==> src/rtl/suma_pf_pipe.sv <==
// suma_pf_pipe: multi-cycle floating-point adder/subtractor.
// It works on one operation at a time and walks through IDLE, ALIGN, ADD,
// NORM, ROUND and DONE. Operands with a zero exponent are flushed to zero.
// Rounding is round-to-nearest-even.
module suma_pf_pipe #(
    parameter int EXP_W = 8,
    parameter int MAN_W = 23
) (
    input  logic                   clk,
    input  logic                   rst_n,
    input  logic                   in_valid,
    output logic                   in_ready,
    input  logic [EXP_W+MAN_W:0]   a,
    input  logic [EXP_W+MAN_W:0]   b,
    input  logic                   op,
    output logic                   out_valid,
    input  logic                   out_ready,
    output logic [EXP_W+MAN_W:0]   result,
    output logic [3:0]             flags
);

    localparam int W   = 1 + EXP_W + MAN_W;
    localparam int MW  = MAN_W + 4;
    localparam int EW  = EXP_W + 2;
    localparam int LZW = $clog2(MW + 1);
    localparam logic [EXP_W-1:0] EXP_ONES = '1;
    localparam logic [EW-1:0]    EXP_MAX  = EW'((1 << EXP_W) - 1);
    localparam logic [W-1:0]     QNAN     = {1'b0, EXP_ONES, 1'b1, {(MAN_W-1){1'b0}}};

    typedef enum logic [2:0] {IDLE, ALIGN, ADD, NORM, ROUND, DONE} state_t;

    state_t              r_state;
    state_t              w_next;
    logic [W-1:0]        r_a;
    logic [W-1:0]        r_b;
    logic                r_op;
    logic                r_sign;
    logic                r_subtract;
    logic                r_zeroSign;
    logic                r_isZero;
    logic [EW-1:0]       r_exp;
    logic [MW-1:0]       r_manL;
    logic [MW-1:0]       r_manS;
    logic [MW:0]         r_sum;
    logic [MW-1:0]       r_man;
    logic                r_spec;
    logic [W-1:0]        r_specRes;
    logic [3:0]          r_specFlags;
    logic [W-1:0]        r_result;
    logic [3:0]          r_flags;

    // Leading-zero count; the highest set bit wins because it is visited last.
    function automatic logic [LZW-1:0] lzc(input logic [MW-1:0] v);
        lzc = LZW'(MW);
        for (int i = 0; i < MW; i++) begin
            if (v[i]) lzc = LZW'(MW - 1 - i);
        end
    endfunction

    // Operand decode, done while in ALIGN
    logic               w_sA, w_sB;
    logic [EXP_W-1:0]   w_eA, w_eB, w_eL, w_eS, w_diff;
    logic [MAN_W-1:0]   w_fA, w_fB;
    logic               w_zeroA, w_zeroB, w_nanA, w_nanB, w_infA, w_infB;
    logic               w_nan, w_inf, w_infSign, w_aBig;
    logic [W-2:0]       w_magA, w_magB;
    logic [MW-1:0]      w_extA, w_extB, w_mL, w_mS, w_shifted, w_mSal;
    logic               w_lost;
    logic [31:0]        w_diff32;

    assign w_sA    = r_a[W-1];
    assign w_sB    = r_b[W-1] ^ r_op;
    assign w_eA    = r_a[W-2:MAN_W];
    assign w_eB    = r_b[W-2:MAN_W];
    assign w_fA    = r_a[MAN_W-1:0];
    assign w_fB    = r_b[MAN_W-1:0];
    assign w_zeroA = (w_eA == '0);
    assign w_zeroB = (w_eB == '0);
    assign w_nanA  = (w_eA == EXP_ONES) && (w_fA != '0);
    assign w_nanB  = (w_eB == EXP_ONES) && (w_fB != '0);
    assign w_infA  = (w_eA == EXP_ONES) && (w_fA == '0);
    assign w_infB  = (w_eB == EXP_ONES) && (w_fB == '0);
    assign w_nan   = w_nanA | w_nanB | (w_infA & w_infB & (w_sA ^ w_sB));
    assign w_inf   = w_infA | w_infB;
    assign w_infSign = w_infA ? w_sA : w_sB;
    assign w_magA  = w_zeroA ? '0 : r_a[W-2:0];
    assign w_magB  = w_zeroB ? '0 : r_b[W-2:0];
    assign w_aBig  = (w_magA >= w_magB);
    assign w_extA  = w_zeroA ? '0 : {1'b1, w_fA, 3'b000};
    assign w_extB  = w_zeroB ? '0 : {1'b1, w_fB, 3'b000};
    assign w_eL    = w_aBig ? w_eA : w_eB;
    assign w_eS    = w_aBig ? w_eB : w_eA;
    assign w_mL    = w_aBig ? w_extA : w_extB;
    assign w_mS    = w_aBig ? w_extB : w_extA;
    assign w_diff  = w_eL - w_eS;
    assign w_diff32  = {{(32-EXP_W){1'b0}}, w_diff};
    assign w_shifted = w_mS >> w_diff;
    assign w_lost    = |(w_mS & ~({MW{1'b1}} << w_diff));
    assign w_mSal    = (w_diff32 >= 32'(MAN_W + 3)) ? {{(MW-1){1'b0}}, |w_mS}
                                                    : {w_shifted[MW-1:1], w_shifted[0] | w_lost};

    // Normalisation: carry-out shifts right, otherwise shift left by leading zeros
    logic [LZW-1:0] w_lz;
    logic [MW-1:0]  w_normMan;
    logic [EW-1:0]  w_normExp;

    assign w_lz      = lzc(r_sum[MW-1:0]);
    assign w_normMan = r_sum[MW] ? {r_sum[MW:2], r_sum[1] | r_sum[0]} : (r_sum[MW-1:0] << w_lz);
    assign w_normExp = r_sum[MW] ? (r_exp + EW'(1)) : (r_exp - EW'(w_lz));

    // Rounding to nearest even using guard/round/sticky
    logic                w_up, w_inexact;
    logic [MAN_W+1:0]    w_rnd;
    logic [EW-1:0]       w_rExp;
    logic [MAN_W-1:0]    w_rFrac;
    logic [W-1:0]        w_res;
    logic [3:0]          w_flg;

    assign w_up      = r_man[2] & (r_man[1] | r_man[0] | r_man[3]);
    assign w_inexact = |r_man[2:0];
    assign w_rnd     = {1'b0, r_man[MW-1:3]} + {{(MAN_W+1){1'b0}}, w_up};
    assign w_rExp    = r_exp + EW'(w_rnd[MAN_W+1]);
    assign w_rFrac   = w_rnd[MAN_W+1] ? w_rnd[MAN_W:1] : w_rnd[MAN_W-1:0];

    // Final result selection: specials, exact zero, overflow, underflow, normal
    always_comb begin
        w_res = '0;
        w_flg = '0;
        if (r_spec) begin
            w_res = r_specRes;
            w_flg = r_specFlags;
        end else if (r_isZero) begin
            w_res = {r_zeroSign, {(W-1){1'b0}}};
        end else if ($signed(w_rExp) >= $signed(EXP_MAX)) begin
            w_res = {r_sign, EXP_ONES, {MAN_W{1'b0}}};
            w_flg = 4'b0101;
        end else if ($signed(w_rExp) < $signed(EW'(1))) begin
            w_res = {r_sign, {(W-1){1'b0}}};
            w_flg = 4'b0011;
        end else begin
            w_res = {r_sign, w_rExp[EXP_W-1:0], w_rFrac};
            w_flg = {3'b000, w_inexact};
        end
    end

    // State register
    always_ff @(posedge clk) begin
        if (!rst_n) r_state <= IDLE;
        else        r_state <= w_next;
    end

    // Next-state logic: one state per cycle, waiting only in IDLE and DONE
    always_comb begin
        w_next = r_state;
        case (r_state)
            IDLE:    if (in_valid) w_next = ALIGN;
            ALIGN:   w_next = ADD;
            ADD:     w_next = NORM;
            NORM:    w_next = ROUND;
            ROUND:   w_next = DONE;
            DONE:    if (out_ready) w_next = IDLE;
            default: w_next = IDLE;
        endcase
    end

    // Handshake outputs decoded from state
    always_comb begin
        in_ready  = (r_state == IDLE);
        out_valid = (r_state == DONE);
        result    = r_result;
        flags     = r_flags;
    end

    // Datapath registers, advanced by the stage the FSM is in
    always_ff @(posedge clk) begin
        if (!rst_n) begin
            r_a <= '0; r_b <= '0; r_op <= 1'b0;
            r_sign <= 1'b0; r_subtract <= 1'b0; r_zeroSign <= 1'b0; r_isZero <= 1'b0;
            r_exp <= '0; r_manL <= '0; r_manS <= '0; r_sum <= '0; r_man <= '0;
            r_spec <= 1'b0; r_specRes <= '0; r_specFlags <= '0;
            r_result <= '0; r_flags <= '0;
        end else begin
            case (r_state)
                IDLE: if (in_valid) begin
                    r_a  <= a;
                    r_b  <= b;
                    r_op <= op;
                end
                ALIGN: begin
                    r_sign      <= w_aBig ? w_sA : w_sB;
                    r_subtract  <= w_sA ^ w_sB;
                    r_zeroSign  <= w_sA & w_sB;
                    r_exp       <= {2'b00, w_eL};
                    r_manL      <= w_mL;
                    r_manS      <= w_mSal;
                    r_spec      <= w_nan | w_inf;
                    r_specRes   <= w_nan ? QNAN : {w_infSign, EXP_ONES, {MAN_W{1'b0}}};
                    r_specFlags <= w_nan ? 4'b1000 : 4'b0000;
                end
                ADD: begin
                    r_sum <= r_subtract ? ({1'b0, r_manL} - {1'b0, r_manS})
                                        : ({1'b0, r_manL} + {1'b0, r_manS});
                end
                NORM: begin
                    r_man    <= w_normMan;
                    r_exp    <= w_normExp;
                    r_isZero <= (r_sum == '0);
                end
                ROUND: begin
                    r_result <= w_res;
                    r_flags  <= w_flg;
                end
                default: ;
            endcase
        end
    end

endmodule

==> config.mk <==
export PLATFORM = sky130hd
export DESIGN_NAME = suma_pf_pipe
export DESIGN_NICKNAME = d
export VERILOG_FILES = /design/src/rtl/suma_pf_pipe.sv
export SDC_FILE = /design/constraint.sdc
export NUM_CORES = 1
export LEC_CHECK = 0
export ABC_AREA = 1
export BUFFER_PORTS_ARGS = -buffer_cell sky130_fd_sc_hd__buf_4
export CELL_PAD_IN_SITES_DETAIL_PLACEMENT = 0
export CELL_PAD_IN_SITES_GLOBAL_PLACEMENT = 2
export CORE_MARGIN = 2
export CORE_UTILIZATION = 34
export DETAILED_ROUTE_END_ITERATION = 10
export GPL_ROUTABILITY_DRIVEN = 0
export PLACE_DENSITY_LB_ADDON = 0.1
export SLEW_MARGIN = 20
export SYNTH_ARGS = -nofsm -noshare
export SYNTH_HDL_FRONTEND = slang
export SYNTH_SLANG_ARGS = --single-unit
==> constraint.sdc <==
create_clock -name clk -period 5.8 [get_ports clk]
set_input_delay 0.58 -clock clk [delete_from_list [all_inputs] [get_ports clk]]
set_output_delay 0.58 -clock clk [all_outputs]
set_load 0.01 [all_outputs]
==> results.toml, run 1 <==
[die]
die_y_um = 225
start_util_pct = 34.6
ios = 107
die_w_um = 225
die_area_um2 = 50500
num_rows = 80
coreArea_um2 = 47900

[worst_setup_path]
path_delay_family = "simple AND/OR/NAND/NOR gates"
path_class = "flip-flop to flip-flop"
critPathBufInv = 7
path_common_cell = "nand2_1"
cp_data_required_time_ns = 6.24
cp_max_fo = 24
cp.arrival_ns = 5.70
worst_path_max_delay_cell = "dfxtp_1"
critical-path-max-stage-delay_ns = 0.39
end_kind = "flip-flop"
crit_path_start_kind = "flip-flop"

[finish]
final_area_um2 = 18900
diodes = 0
area_growth_pct = 14.0
fin_nets = 2847
drive_above_1_share_pct = 8.87
fill_cells = 5317

[cts]
clk_pin_slew_ns = 0.06
clk_latency_ns = 0.57
numCtsBuffers = 29
h-tree-depth = 1
tritoncts = "done"
cts_buffer_depth = 3
root_buffer = "clkbuf_16"
cts_sinks = 228

[logic_synthesis]
synthCells = 2663
synth-seq-cells = 228
synth_edf_count = 0
yosysTopAreaCell = "dfxtp_1"
ys.flop_type = "dfxtp_1"
yosys.area.top_type_share_pct = 27.5
syn_avg_cell_area_um2 = 6.22
synth_nets = 2805
ys_types = 59
synth_area_leaders = "dfxtp_1 (28%), nand2_1 (13%), a21oi_1 (9.1%), o21ai_0 (7.7%), nand3_1 (7.5%)"
synth_warnings = 0
synth_area_um2 = 16600
ys_seq_area_share_pct = 27.5
synthArstFlopShare_pct = 0

[outcome]
status = "finished clean"

[sta]
rsz0062_at_grt = "no"
setup_tns_ns = 0
max_freq_mhz = 190
skew_ns = 0.0234
max-slew-margin-rel_pct = 32.8
finalCritPeriodShare_pct = 90.7
tightest_slew_ns = 0.998
period_minus_slack_ns = 5.26
drv_slew = 0
worst_slack_ns = 0.541
setup_viol = 0
hold_violations = 0

[global_route]
grt_overflow = 0
grt_pass1_vias = 17000
antenna_found_initial = 0
gr-usage-all-layers_pct = 25.5
grt_max_degree = 129
grt_pass1_wl_um = 100000

[routing]
viasPerCell = 5.33
routedWlPerCell_um = 19.4
drtAntennaViolNets = 0
route.detailed.drc = 0
finalWirelength_um = 65000
drt_iter0_markers = 1575
drt_first_pass_iters = 8
route.vias.total = 17800

[placement]
port_buffers = 106
pre_cts_slack_ns = 0.266
dpl_cell_area_um2 = 17900
dp_hpwl_um = 51000

[flow_run]
cap_violations = 0

[hold_path]
hold_class = "primary input to flip-flop"
==> layer usage <==
| metal | vias up | global-route usage [%] | share of wire, % |
|---|---|---|---|
| met5 | - | 0 | 0 |
| met4 | 0 | 8.99 | 3.9 |
| met3 | 105 | 2.51 | 4.0 |
| met2 | 447 | 46.4 | 50 |
| met1 | 8267 | 31.1 | 42 |
| li1 | 8995 | - | - |
==> metrics by stage <==
stage / utilization [%] / hold WS (ns) / instances
after floorplan: - / 0.431 / 2663
after global placement: 37.3 / 0.449 / 3288
after detailed placement: 37.3 / 0.454 / 3288
after CTS: 39.4 / 0.263 / 3341
after global routing: 39.4 / 0.288 / 3342
final: 39.4 / 0.293 / 3342
==> cell type report <==
class,count,area (µm²),area share (%)
multi-input combinational,1988,10300,54.6
sequential,228,4560,24.2
inverter,311,1170,6.20
timing repair buffer,147,1110,5.86
clock buffer,39,803,4.25
tap,615,769,4.07
clock inverter,14,160,0.848
==> cells in the mapped netlist, types with 34 or more instances <==
| cell | n |
|---|---|
| dfxtp_1 | 228 |
| inv_1 | 297 |
| a31oi_1 | 34 |
| nor3_1 | 34 |
| nor2_1 | 206 |
| o21ai_0 | 254 |
| nand4_1 | 45 |
| a21oi_1 | 302 |
| xor2_1 | 53 |
| ha_1 | 72 |
| clkbuf_1 | 105 |
| nand3_1 | 247 |
| nand2_1 | 573 |
==> layout by cell type, fill, tap and decap left out, drive strengths merged, types with 7 or more instances in the layout <==
cell type,n
a21oi,302
a31oi,34
buf,147
clkbuf,39
clkinv,17
dfxtp,228
ha,72
inv,302
nand2,584
nand3,250
nand4,45
nor2,215
nor3,36
nor4,17
o211ai,13
o21ai,276
o21bai,7
xnor2,27
xor2,53
==> kinds of logic (layout without fill, tap and decap cells) <==
logic type | after synthesis | in the layout | synth area share [%]
buf+inv | 447 | 511 | 10.4
fa+ha+maj | 73 | 73 | 5.56
compound gates | 676 | 676 | 21.9
xor+xnor | 80 | 80 | 4.23
simple gates | 1159 | 1159 | 30.4
flops | 228 | 228 | 27.5
==> flip-flops by register name (all words and copies together), names as in the netlist <==
register    cells
flags           4
r_a            32
r_b            32
r_exp          10
r_isZero        1
r_man          27
r_manL         24
r_manS         27
r_op            1
r_sign          1
r_spec          1
r_specRes       3
r_state         3
r_subtract      1
r_sum          28
r_zeroSign      1
result         32
==> worst reg2reg max path, delay by kind of cell (launching register included) <==
kind,cells,cell delay (ns)
AO/OA/AOI/OAI,4,0.58
flip-flops,1,0.39
adder cells (fa/ha/maj),2,0.47
AND/OR/NAND/NOR,22,2.66
buffers and inverters,7,1.01
==> path summary, 6_finish.rpt <==
path | start | to | slack (ns) | depth (start not counted)
max | r_b[28] | r_manS[0] | 0.54 | 35
min reg2reg | result[11] | result[11] | 0.46 | 2
max reg2reg | r_b[28] | r_manS[0] | 0.54 | 35
min | op | r_op | 0.29 | 3
==> timing repair <==
| item | in CTS | in global routing |
|---|---|---|
| setup endpoints to repair | 0 | 11 |
| hold buffers | 0 | 0 |
| setup buffers | 0 | 1 |
| resized for setup | 0 | 2 |
Power of run 1 is left out: the tool's default activity adds up to more than one toggle a clock period on the data nets, which glitch-free logic cannot reach.
==> run 2, diff against run 1 <==
--- a/config.mk
+++ b/config.mk
@@ -10,7 +10,7 @@
 export CELL_PAD_IN_SITES_DETAIL_PLACEMENT = 0
 export CELL_PAD_IN_SITES_GLOBAL_PLACEMENT = 2
 export CORE_MARGIN = 2
-export CORE_UTILIZATION = 34
+export CORE_UTILIZATION = 36
 export DETAILED_ROUTE_END_ITERATION = 10
 export GPL_ROUTABILITY_DRIVEN = 0
 export PLACE_DENSITY_LB_ADDON = 0.1
==> constraint.sdc (replaced) <==
create_clock -name clk -period 6.75 [get_ports clk]
set_input_delay 0.675 -clock clk [delete_from_list [all_inputs] [get_ports clk]]
set_output_delay 0.675 -clock clk [all_outputs]
set_load 0.01 [all_outputs]
==> run 2 against run 1 <==
- global-route usage up 1.1 points
- final area fell by 0.89%
- die area decreased by 5.5%
- via count decreased by 0.12%
- worst setup slack improved by 0.49 ns
- wire length is 1.9% lower
- clock-buffer cell count fell by 1
- utilization is 1.9 points higher
- clock skew up 0.0097 ns
- largest cell class unchanged
- highest routed layer unchanged
==> results.toml, run 2 (same netlist as run 1, synthesis figures left out) <==
[sta]
finalCritPeriodShare_pct = 84.7
skew_ns = 0.0331
tightest_slew_ns = 1.07
drv_slew = 0
max-slew-margin-rel_pct = 28.3
setup_tns_ns = 0
period_minus_slack_ns = 5.72
hold_slack_ns = 0.347
setup_viol = 0
max_freq_mhz = 175
hold_violations = 0
rsz0062_at_grt = "no"

[cts]
cts_resized = 0
clk_pin_slew_ns = 0.06
root_buffer = "clkbuf_16"
tritoncts = "done"
cts_buffer_depth = 3
hold_buffers = 0
cts_sinks = 228
cts_setup_buffers = 0
h-tree-depth = 1
clk_latency_ns = 0.60
numCtsBuffers = 29

[worst_setup_path]
path_delay_family = "simple AND/OR/NAND/NOR gates"
critical-path-max-stage-delay_ns = 0.41
end_kind = "flip-flop"
crit_path_start_kind = "flip-flop"
cp_max_fo = 10
critPathBufInv = 6
worst_path_max_delay_cell = "a21oi_1"
cp_data_required_time_ns = 7.25
path_common_cell = "inv_1"
cp.arrival_ns = 6.22
path_class = "flip-flop to flip-flop"

[global_route]
grt_overflow = 0
gr-usage-all-layers_pct = 26.6
grt_pass1_vias = 17100
antenna_found_initial = 1
grt_max_degree = 129
grt_pass1_wl_um = 98400

[die]
die_w_um = 219
coreArea_um2 = 45400
die_y_um = 219
start_util_pct = 36.5
num_rows = 78
ios = 107
die_area_um2 = 47800

[placement]
dp_hpwl_um = 49500
port_buffers = 106

[routing]
drt_iter0_markers = 1416
routedWlPerCell_um = 19.2
drt_first_pass_iters = 5
viasPerCell = 5.37
route.detailed.drc = 0
route.vias.total = 17800
drtAntennaViolNets = 0
finalWirelength_um = 63700

[finish]
final_cell_mix = "nand2_1 (572), a21oi_1 (302), inv_1 (296), o21ai_0 (254), nand3_1 (247)"
area_growth_pct = 13.0
fill_cells = 5042
fin_nets = 2833
drive_above_1_share_pct = 8.40
final_common_cell = "nand2_1"

[hold_path]
hold_class = "primary input to flip-flop"

[flow_run]
cap_violations = 0

[outcome]
status = "finished clean"
==> run 2: final timing paths <==
kind	from	to	slack [ns]	cells after the start
worst max-delay path	r_man[3]	result[8]	1.03	31
worst min-delay path	a[7]	r_a[7]	0.35	3
worst max register to register	r_man[3]	result[8]	1.03	31
worst min register to register	flags[3]	flags[3]	0.47	2
==> run 2: cell type report <==
type / count / area, µm² / area share, %
Sequential cell: 228 / 4560 / 24.4
Clock buffer: 38 / 800 / 4.27
Tap cell: 600 / 751 / 4.01
Antenna cell: 1 / 2.50 / 0.0134
Timing Repair Buffer: 133 / 998 / 5.33
Inverter: 311 / 1170 / 6.25
Clock inverter: 15 / 130 / 0.695
Multi-Input combinational cell: 1988 / 10300 / 55.0
==> run 2: layer usage <==
layer,up-vias,wire length [µm],global-route usage [%]
met5,-,0,0
met4,0,3330,12.7
met3,122,2800,3.27
met2,451,30300,45.8
met1,8251,27300,32.9
li1,8969,-,-
==> run 2: per-stage QoR <==
| stage | util (%) | cells | instance area [µm²] | setup slack (ns) |
|---|---|---|---|---|
| 4_1_cts | 41.3 | 3313 | 18700 | 1.03 |
| 6_report | 41.3 | 3314 | 18700 | 1.03 |
| 5_1_grt | 41.3 | 3313 | 18700 | 0.266 |
| 3_5_place_dp | 39.2 | 3260 | 17800 | 1.08 |
| 2_1_floorplan | - | 2663 | 16600 | 1.84 |
| 3_3_place_gp | 39.2 | 3260 | 17800 | 1.21 |
==> run 2: worst reg2reg max path: cells and delay by family (launching register included) <==
| family | cells | cell delay (ns) |
|---|---|---|
| flops | 1 | 0.34 |
| buf+inv | 6 | 0.68 |
| fa+ha+maj | 3 | 0.69 |
| compound gates | 4 | 0.83 |
| xor+xnor | 1 | 0.20 |
| simple gates | 17 | 2.90 |
Power of run 2 is left out for the same reason.
